**src/rtl/uart_frame_sender_if.sv**
```systemverilog
// Result handshake and serial-transmitter signals of the UART frame sender.
interface uart_frame_sender_if;
    logic        in_valid;
    logic        in_ready;
    logic [15:0] peak_index;
    logic [15:0] peak_value;
    logic [7:0]  tx_data;
    logic        tx_pluse;
    logic        tx_busy;
    logic        frame_done;
    logic        busy;

    // master supplies results and the transmitter status; slave is the frame sender
    modport master (
        output in_valid, peak_index, peak_value, tx_busy,
        input  in_ready, tx_data, tx_pluse, frame_done, busy
    );
    modport slave (
        input  in_valid, peak_index, peak_value, tx_busy,
        output in_ready, tx_data, tx_pluse, frame_done, busy
    );
endinterface

```
**src/rtl/uart_frame_sender.sv**
```systemverilog
// Sends a 7-byte peak report (two headers, index, value, checksum) one byte at a
// time through a pulse-triggered serial transmitter.
//
// state     | meaning
// IDLE      | waiting for a result, in_ready high
// PULSE     | tx_pluse held high for PULSE_LEN cycles
// WAIT_BUSY | waiting for the transmitter to take the byte
// WAIT_DONE | byte in flight, waiting for tx_busy to drop
// GAP       | spacing of GAP_CYCLES+1 cycles before the next byte
// LAST      | one-cycle frame_done
module uart_frame_sender #(
    parameter logic [7:0]  HEADER0    = 8'hAA,
    parameter logic [7:0]  HEADER1    = 8'h55,
    parameter int unsigned PULSE_LEN  = 2,
    parameter int unsigned GAP_CYCLES = 2
) (
    input  logic              clk,
    input  logic              rstn,
    uart_frame_sender_if.slave frm
);
    localparam logic [2:0] S_IDLE      = 3'd0;
    localparam logic [2:0] S_PULSE     = 3'd1;
    localparam logic [2:0] S_WAIT_BUSY = 3'd2;
    localparam logic [2:0] S_WAIT_DONE = 3'd3;
    localparam logic [2:0] S_GAP       = 3'd4;
    localparam logic [2:0] S_LAST      = 3'd5;

    localparam logic [3:0] PULSE_LOAD = 4'(PULSE_LEN - 1);
    localparam logic [7:0] GAP_LOAD   = 8'(GAP_CYCLES);
    localparam logic [2:0] LAST_BYTE  = 3'd6;

    logic [2:0]  state_q, state_d;
    logic [2:0]  cnt_q, cnt_d;
    logic [15:0] idx_q, idx_d;
    logic [15:0] val_q, val_d;
    logic [7:0]  chk_q, chk_d;
    logic [7:0]  tx_data_q, tx_data_d;
    logic        tx_pluse_q, tx_pluse_d;
    logic        ready_q, ready_d;
    logic        busy_seen_q, busy_seen_d;
    logic [3:0]  pulse_cnt_q, pulse_cnt_d;
    logic [7:0]  gap_cnt_q, gap_cnt_d;
    logic [7:0]  next_byte;

    always_comb begin
        next_byte = 8'h00;
        case (cnt_q)
            3'd0:    next_byte = HEADER0;
            3'd1:    next_byte = HEADER1;
            3'd2:    next_byte = idx_q[15:8];
            3'd3:    next_byte = idx_q[7:0];
            3'd4:    next_byte = val_q[15:8];
            3'd5:    next_byte = val_q[7:0];
            3'd6:    next_byte = chk_q;
            default: next_byte = 8'h00;
        endcase
    end

    always_comb begin
        state_d     = state_q;
        cnt_d       = cnt_q;
        idx_d       = idx_q;
        val_d       = val_q;
        chk_d       = chk_q;
        tx_data_d   = tx_data_q;
        tx_pluse_d  = tx_pluse_q;
        busy_seen_d = busy_seen_q;
        pulse_cnt_d = pulse_cnt_q;
        gap_cnt_d   = gap_cnt_q;

        case (state_q)
            S_IDLE: begin
                if (frm.in_valid && ready_q) begin
                    idx_d       = frm.peak_index;
                    val_d       = frm.peak_value;
                    chk_d       = frm.peak_index[15:8] + frm.peak_index[7:0]
                                + frm.peak_value[15:8] + frm.peak_value[7:0];
                    cnt_d       = 3'd0;
                    tx_data_d   = HEADER0;
                    tx_pluse_d  = 1'b1;
                    pulse_cnt_d = PULSE_LOAD;
                    busy_seen_d = 1'b0;
                    state_d     = S_PULSE;
                end
            end
            S_PULSE: begin
                // a fast transmitter may already report busy while the pulse is high
                if (frm.tx_busy) busy_seen_d = 1'b1;
                if (pulse_cnt_q == 4'd0) begin
                    tx_pluse_d = 1'b0;
                    state_d    = S_WAIT_BUSY;
                end else begin
                    pulse_cnt_d = pulse_cnt_q - 4'd1;
                end
            end
            S_WAIT_BUSY: begin
                if (frm.tx_busy || busy_seen_q) begin
                    busy_seen_d = 1'b0;
                    state_d     = S_WAIT_DONE;
                end
            end
            S_WAIT_DONE: begin
                if (!frm.tx_busy) begin
                    if (cnt_q == LAST_BYTE) begin
                        state_d = S_LAST;
                    end else begin
                        cnt_d     = cnt_q + 3'd1;
                        gap_cnt_d = GAP_LOAD;
                        state_d   = S_GAP;
                    end
                end
            end
            S_GAP: begin
                if (gap_cnt_q == 8'd0) begin
                    tx_data_d   = next_byte;
                    tx_pluse_d  = 1'b1;
                    pulse_cnt_d = PULSE_LOAD;
                    busy_seen_d = 1'b0;
                    state_d     = S_PULSE;
                end else begin
                    gap_cnt_d = gap_cnt_q - 8'd1;
                end
            end
            S_LAST: begin
                state_d = S_IDLE;
            end
            default: begin
                state_d    = S_IDLE;
                tx_pluse_d = 1'b0;
            end
        endcase

        ready_d = (state_d == S_IDLE);
    end

    always_ff @(posedge clk) begin
        if (!rstn) begin
            state_q     <= S_IDLE;
            cnt_q       <= 3'd0;
            idx_q       <= 16'h0000;
            val_q       <= 16'h0000;
            chk_q       <= 8'h00;
            tx_data_q   <= 8'h00;
            tx_pluse_q  <= 1'b0;
            ready_q     <= 1'b0;
            busy_seen_q <= 1'b0;
            pulse_cnt_q <= 4'd0;
            gap_cnt_q   <= 8'd0;
        end else begin
            state_q     <= state_d;
            cnt_q       <= cnt_d;
            idx_q       <= idx_d;
            val_q       <= val_d;
            chk_q       <= chk_d;
            tx_data_q   <= tx_data_d;
            tx_pluse_q  <= tx_pluse_d;
            ready_q     <= ready_d;
            busy_seen_q <= busy_seen_d;
            pulse_cnt_q <= pulse_cnt_d;
            gap_cnt_q   <= gap_cnt_d;
        end
    end

    assign frm.in_ready   = ready_q;
    assign frm.tx_data    = tx_data_q;
    assign frm.tx_pluse   = tx_pluse_q;
    assign frm.frame_done = (state_q == S_LAST);
    assign frm.busy       = (state_q != S_IDLE);
endmodule

```
**src/flat_wrapper.sv**
```systemverilog
// flat-port wrapper written by rule: the top's interface ports become plain ports
module uart_frame_sender_flat 
#(
    parameter logic [7:0]  HEADER0    = 8'hAA,
    parameter logic [7:0]  HEADER1    = 8'h55,
    parameter int unsigned PULSE_LEN  = 2,
    parameter int unsigned GAP_CYCLES = 2
)
  (clk, rstn, frm_in_valid, frm_peak_index, frm_peak_value, frm_tx_busy, frm_in_ready, frm_tx_data, frm_tx_pluse, frm_frame_done, frm_busy);
  uart_frame_sender_if frm_i ();
  input  logic clk;
  input  logic rstn;
  input wire logic [$bits(frm_i.in_valid)-1:0] frm_in_valid;
  input wire logic [$bits(frm_i.peak_index)-1:0] frm_peak_index;
  input wire logic [$bits(frm_i.peak_value)-1:0] frm_peak_value;
  input wire logic [$bits(frm_i.tx_busy)-1:0] frm_tx_busy;
  output wire logic [$bits(frm_i.in_ready)-1:0] frm_in_ready;
  output wire logic [$bits(frm_i.tx_data)-1:0] frm_tx_data;
  output wire logic [$bits(frm_i.tx_pluse)-1:0] frm_tx_pluse;
  output wire logic [$bits(frm_i.frame_done)-1:0] frm_frame_done;
  output wire logic [$bits(frm_i.busy)-1:0] frm_busy;
  assign frm_i.in_valid = frm_in_valid;
  assign frm_i.peak_index = frm_peak_index;
  assign frm_i.peak_value = frm_peak_value;
  assign frm_i.tx_busy = frm_tx_busy;
  assign frm_in_ready = frm_i.in_ready;
  assign frm_tx_data = frm_i.tx_data;
  assign frm_tx_pluse = frm_i.tx_pluse;
  assign frm_frame_done = frm_i.frame_done;
  assign frm_busy = frm_i.busy;
  uart_frame_sender #(.HEADER0(HEADER0), .HEADER1(HEADER1), .PULSE_LEN(PULSE_LEN), .GAP_CYCLES(GAP_CYCLES)) u_core (.clk(clk), .rstn(rstn), .frm(frm_i));
endmodule
```
**config.mk**
```make
export PLATFORM = sky130hd
export DESIGN_NAME = uart_frame_sender_flat
export DESIGN_NICKNAME = d
export VERILOG_FILES = /design/src/rtl/uart_frame_sender_if.sv /design/src/rtl/uart_frame_sender.sv /design/src/flat_wrapper.sv
export SDC_FILE = /design/constraint.sdc
export NUM_CORES = 1
export LEC_CHECK = 0
export ABC_AREA = 1
export BUFFER_PORTS_ARGS = -buffer_cell sky130_fd_sc_hd__buf_4
export CAP_MARGIN = 10
export CORE_ASPECT_RATIO = 1.4
export CORE_MARGIN = 2
export CORE_UTILIZATION = 60
export DETAILED_ROUTE_END_ITERATION = 8
export GPL_ROUTABILITY_DRIVEN = 0
export PLACE_DENSITY = 0.82
export SYNTH_ARGS = -nofsm -noshare
export SYNTH_HDL_FRONTEND = slang
export SYNTH_SLANG_ARGS = --single-unit
```
**constraint.sdc**
```tcl
create_clock -name clk -period 7.43 [get_ports clk]
set_clock_uncertainty 0.15 [all_clocks]
set_input_delay 2.229 -clock clk [delete_from_list [all_inputs] [get_ports clk]]
set_output_delay 2.229 -clock clk [all_outputs]
set_load 0.03 [all_outputs]
```
== Word level (Yosys, flattened, before mapping) ==
Cells that the tools add are included.

* Add/subtract/negate cells: 6
* Multiply operators: 0
* Divide/modulo/power cells: 0
* Magnitude comparators: 0
* Eq/ne operators: 20
* Shifts and indexed selects: 0
* Muxes and demuxes: 32
* Bitwise logic cells: 1
* Reduce and logical (&&, ||, !) cells: 21

{| class="wikitable"
|+ Operators with widths
! kind !! number
|-
| one-hot mux 8 bit (7 select lines) || 1
|-
| two-way mux 8 bit || 5
|-
| one-hot mux 8 bit (2 select lines) || 2
|-
| adder 8 bit || 3
|-
| two-way mux 3 bit || 8
|-
| AND reduction 4 bit || 4
|-
| equality test 3 bit, second input constant || 5
|-
| one-hot mux 3 bit (5 select lines) || 1
|-
| equality test 3 x 2 -> 1 bit, second input constant || 4
|-
| two-way mux 4 bit || 3
|-
| one-hot mux 4 bit (3 select lines) || 1
|-
| != test 2 bit, second input constant || 5
|-
| zero test 3 bit || 3
|-
| zero test 8 bit || 1
|-
| two-way mux 1 bit || 8
|-
| != test 2 x 1 -> 1 bit, second input constant || 4
|-
| one-hot mux 1 bit (4 select lines) || 2
|-
| subtractor 8 x 1 -> 8 bit, second input constant || 1
|-
| equality test 3 x 1 -> 1 bit, second input constant || 2
|-
| one-hot mux 3 bit (2 select lines) || 1
|-
| nonzero test 2 bit || 3
|-
| nonzero test 3 bit || 2
|-
| AND reduction 5 bit || 1
|-
| zero test 4 bit || 1
|-
| other kinds (9) || 9
|}

* Register bits: 69
* Bits in latches: 0
* Memory bits (writable): 0
* Bits in read-only memories: 0
* Input bits: 36
* Output and inout port bits: 12
* Word-level logic and storage cells: 91
* Memories kept: 0

== Logic depth before layout (Yosys ltp) ==
* Depth in word-level cells: 5
* Depth in mapped cells: 15
* Mapped depth without buffers: 15

== Worst setup path after synthesis ==
No wires, ideal clock.

* Path type: input -> register
* Start point: input port frm_peak_value[1]
* End point: register u_core.chk_q[7]
* Setup time: 0.109 ns
* Data arrival time: 4.405 ns
* Data required time: 7.171 ns
* Path slack: 2.766 ns
* Stages: 15
* Path through: inv_1 > fa_1 > inv_1 > fa_1 > ha_1 > inv_1 > fa_1 > inv_1 > nand4_1 > nand3_1 > inv_1 > nand2_1 > nand3_1 > nand2_1 > inv_1

* Cells in the longest elaborated chain, start to end: 1

{| class="wikitable"
|+ Ends and longest elaborated chain
! item !! RTL line !! RTL
|-
| from (decl) || flat_wrapper.sv:15 || <nowiki>input wire logic [$bits(frm_i.peak_value)-1:0] frm_peak_value;</nowiki>
|-
| adder 8 bit || uart_frame_sender.sv:77 || <nowiki>+ frm.peak_value[15:8] + frm.peak_value[7:0];</nowiki>
|-
| to (signal assigned) || uart_frame_sender.sv:154 || <nowiki>chk_q <= chk_d;</nowiki>
|-
| to (decl) || uart_frame_sender.sv:36 || <nowiki>logic [7:0] chk_q, chk_d;</nowiki>
|}

No other way between the ends.
A chain may end at the register's enable or synchronous reset.

== Worst setup path in the final report ==
Ends and elaborated chain as after synthesis.

==> out/metrics.yaml <==
synth_edf_count: 0
max_cap_viol_count: 0
drt-initial-drc-count: 224
crit_fanout: 2
synth_top_area_frac: 0.352
finalSetupViolCount: 0
diodes: 0
cpPeakStageDelay_ns: 0.54
syn2layout_area_growth_pct: 13.2
detail-route-antenna-nets: 0
finish.utilization: 0.707
fp.dieH_um: 99.7
syn_area_per_cell_um2: 7.24
path_clk_slew_ns: 0.07
grt_max_degree: 52
coreArea_um2: 6300
dieArea_um2: 7220
grt_antenna_before_repair: 0
grt.total_usage: 0.276
critPathKind: "input pin to flip-flop"
path_buf_inv: 7
post_drt_wl_per_cell_um: 14.0
cts_tree: "built"
fmax_mhz: 217
p_total_mw: 1.20
cts-buffers-inserted: 9
async_flop_share: 0
dieWidth_um: 72.4
arrival_ns: 4.70
ir_drop_uv: 182
period_minus_slack_ns: 4.61
cts_max_path_buffers: 2
yosys-top-cells-count: "nand2_1, inv_1, dfxtp_1"
rrSetupSlack_ns: 4.85
hold_slack_ns: 0.310
hold_viol_final: 0
grt_pass1_vias: 3368
port_buffers: 47
netlist_top_cells_area: "dfxtp_1, nand2_1, inv_1"
nets: 650
wl_um: 9260
period_share: 0.620
yosys_most_used_dff: "dfxtp_1"
cts-resized-gates: 0
worst_pin_slew_ns: 0.985
cts_setup_buffers: 0
finalSetupTns_ns: 0
dp_hpwl_um: 6990
slowest_stage: "fa_1"
seq_area_frac_synth: 0.352
grt_pass1_wl_um: 15600
drc: 0
clock_sinks: 69
cts_root_buf: "clkbuf_8"
fp-row-count: 34
grt-ovfl-total: 0
yosysMostFrequentCell: "nand2_1"
cts_max_level: 3
drive_gt1_frac: 0.143
critPathRequiredTime_ns: 7.53
yosysWarnings: 0
syn_inst: 543
slew_headroom: 0.343
ys_ff_latch: 69
via_count: 3588
synth.cell_area_um2: 3930
slew_viol_final: 0
power_density_nw_per_um2: 269
vias_per_cell: 5.44
postCtsHoldBufs: 0
start_util: 0.624
p_leak_nw: 2.08
syn_nets: 608
insertion_delay_ns: 0.35
firstDrtPassIters: 5
crit_chain: "buf_4 -> inv_1 -> fa_1 -> inv_1 -> fa_1 -> ha_1 -> inv_1 -> fa_1 -> inv_1 -> nand4_1 -> nand3_1 -> inv_1 -> nand2_1 -> nand3_1 -> nand2_1 -> inv_1"
cp-start-kind: "input pin"
setup.worst_path.end_class: "flip-flop"
path_common_cell: "inv_1"
rsz0062_at_grt: "false"
hold_path_class: "flip-flop to flip-flop"
critical-path-top-delay-family: "adder cells"
yosysUniqueCellTypes: 36
ios: 48
synth.largest_area_cell: "dfxtp_1"
status: "finished, final reports clean"
## through the flow
| step | instances | cell area (um2) | setup WS (ns) |
|---|---|---|---|
| 2_1_floorplan | 543 | 3930 | 2.77 |
| 3_3_place_gp | 646 | 4300 | 2.57 |
| 3_5_place_dp | 646 | 4300 | 2.50 |
| 4_1_cts | 660 | 4450 | 2.84 |
| 5_1_grt | 660 | 4450 | 2.70 |
| 6_report | 660 | 4450 | 2.82 |
## cell type report
type / count / area (um2)
Multi-Input combinational cell: 370 / 2140
Fill cell: 522 / 1850
Sequential cell: 69 / 1380
Timing Repair Buffer: 47 / 353
Inverter: 88 / 335
Clock buffer: 9 / 124
Tap cell: 72 / 90.1
Clock inverter: 5 / 30.0
## report_power, final
part           total [mW]  switching (mW)  internal, mW
combinational       0.447           0.284         0.162
sequential          0.496          0.0469         0.449
clock               0.255           0.140         0.115
## cell usage in the layout (no fill, tap or decap)
cell        netlist  routed
o21ai_2           1       1
clkbuf_8          0       9
nor2_4            3       3
nand3_2           2       2
nor2_1           34      34
nor2_2            2       2
clkinvlp_4        0       2
o21ai_1           5       5
o21ai_0          41      41
nor3b_2           1       1
nand2_1         119     119
and2_1            1       1
xnor2_1           3       3
o211ai_1          6       6
nand2_4           3       3
a31oi_1           2       2
inv_4             2       2
nand3_1          25      25
dfxtp_1          69      69
nor3_1            7       7
nand2_2           1       1
o21a_1            2       2
xor2_1            5       5
a21oi_1          60      60
nand3_4           1       1
buf_4             0      47
clkinv_2          0       3
ha_1             15      15
nor2b_1           1       1
o22ai_1           5       5
fa_1             14      14
inv_1            82      82
o21bai_1          1       1
a21o_1            1       1
inv_2             4       4
or2_2             3       3
nand4_1           6       6
## worst register-to-register path: stages (launching register included)
cell	delay, ns
dfxtp_1	0.38
nor2_4	0.20
nand3_2	0.56
inv_2	0.81
o21ai_0	0.24
a21oi_1	0.16
## state kept, by name, summed over array words and instances, names as in the netlist
signal               cells
u_core.idx_q            16
u_core.pulse_cnt_q       4
u_core.frm.tx_pluse      1
u_core.state_q           3
u_core.gap_cnt_q         8
u_core.busy_seen_q       1
u_core.frm.tx_data       8
u_core.chk_q             8
u_core.val_q            16
u_core.frm.in_ready      1
u_core.cnt_q             3
## layer usage
| metal | routed length [um] | vias to the layer above | global-route usage |
|---|---|---|---|
| met5 | 0 | - | 0 |
| met4 | 226 | 0 | 0.131 |
| met3 | 350 | 18 | 0.0294 |
| met2 | 4990 | 85 | 0.490 |
| met1 | 3690 | 1670 | 0.326 |
| li1 | - | 1815 | - |
## cells by family after synthesis
| group | share of synthesized area |
|---|---|
| adders and majority gates | 0.119 |
| xor gates and xnor gates | 0.0178 |
| DFF | 0.352 |
| AOI/OAI and AO/OA | 0.168 |
| and+or+nand+nor | 0.239 |
| buffers and inverters | 0.105 |
## final timing paths
check                    end              start  cells past startpoint
max          u_core.chk_q[7]  frm_peak_value[1]                     16
min          u_core.idx_q[3]    u_core.idx_q[3]                      2
max reg2reg  u_core.val_q[1]  u_core.state_q[1]                      5
min reg2reg  u_core.idx_q[3]    u_core.idx_q[3]                      2
(Power assumes the default switching activity.)
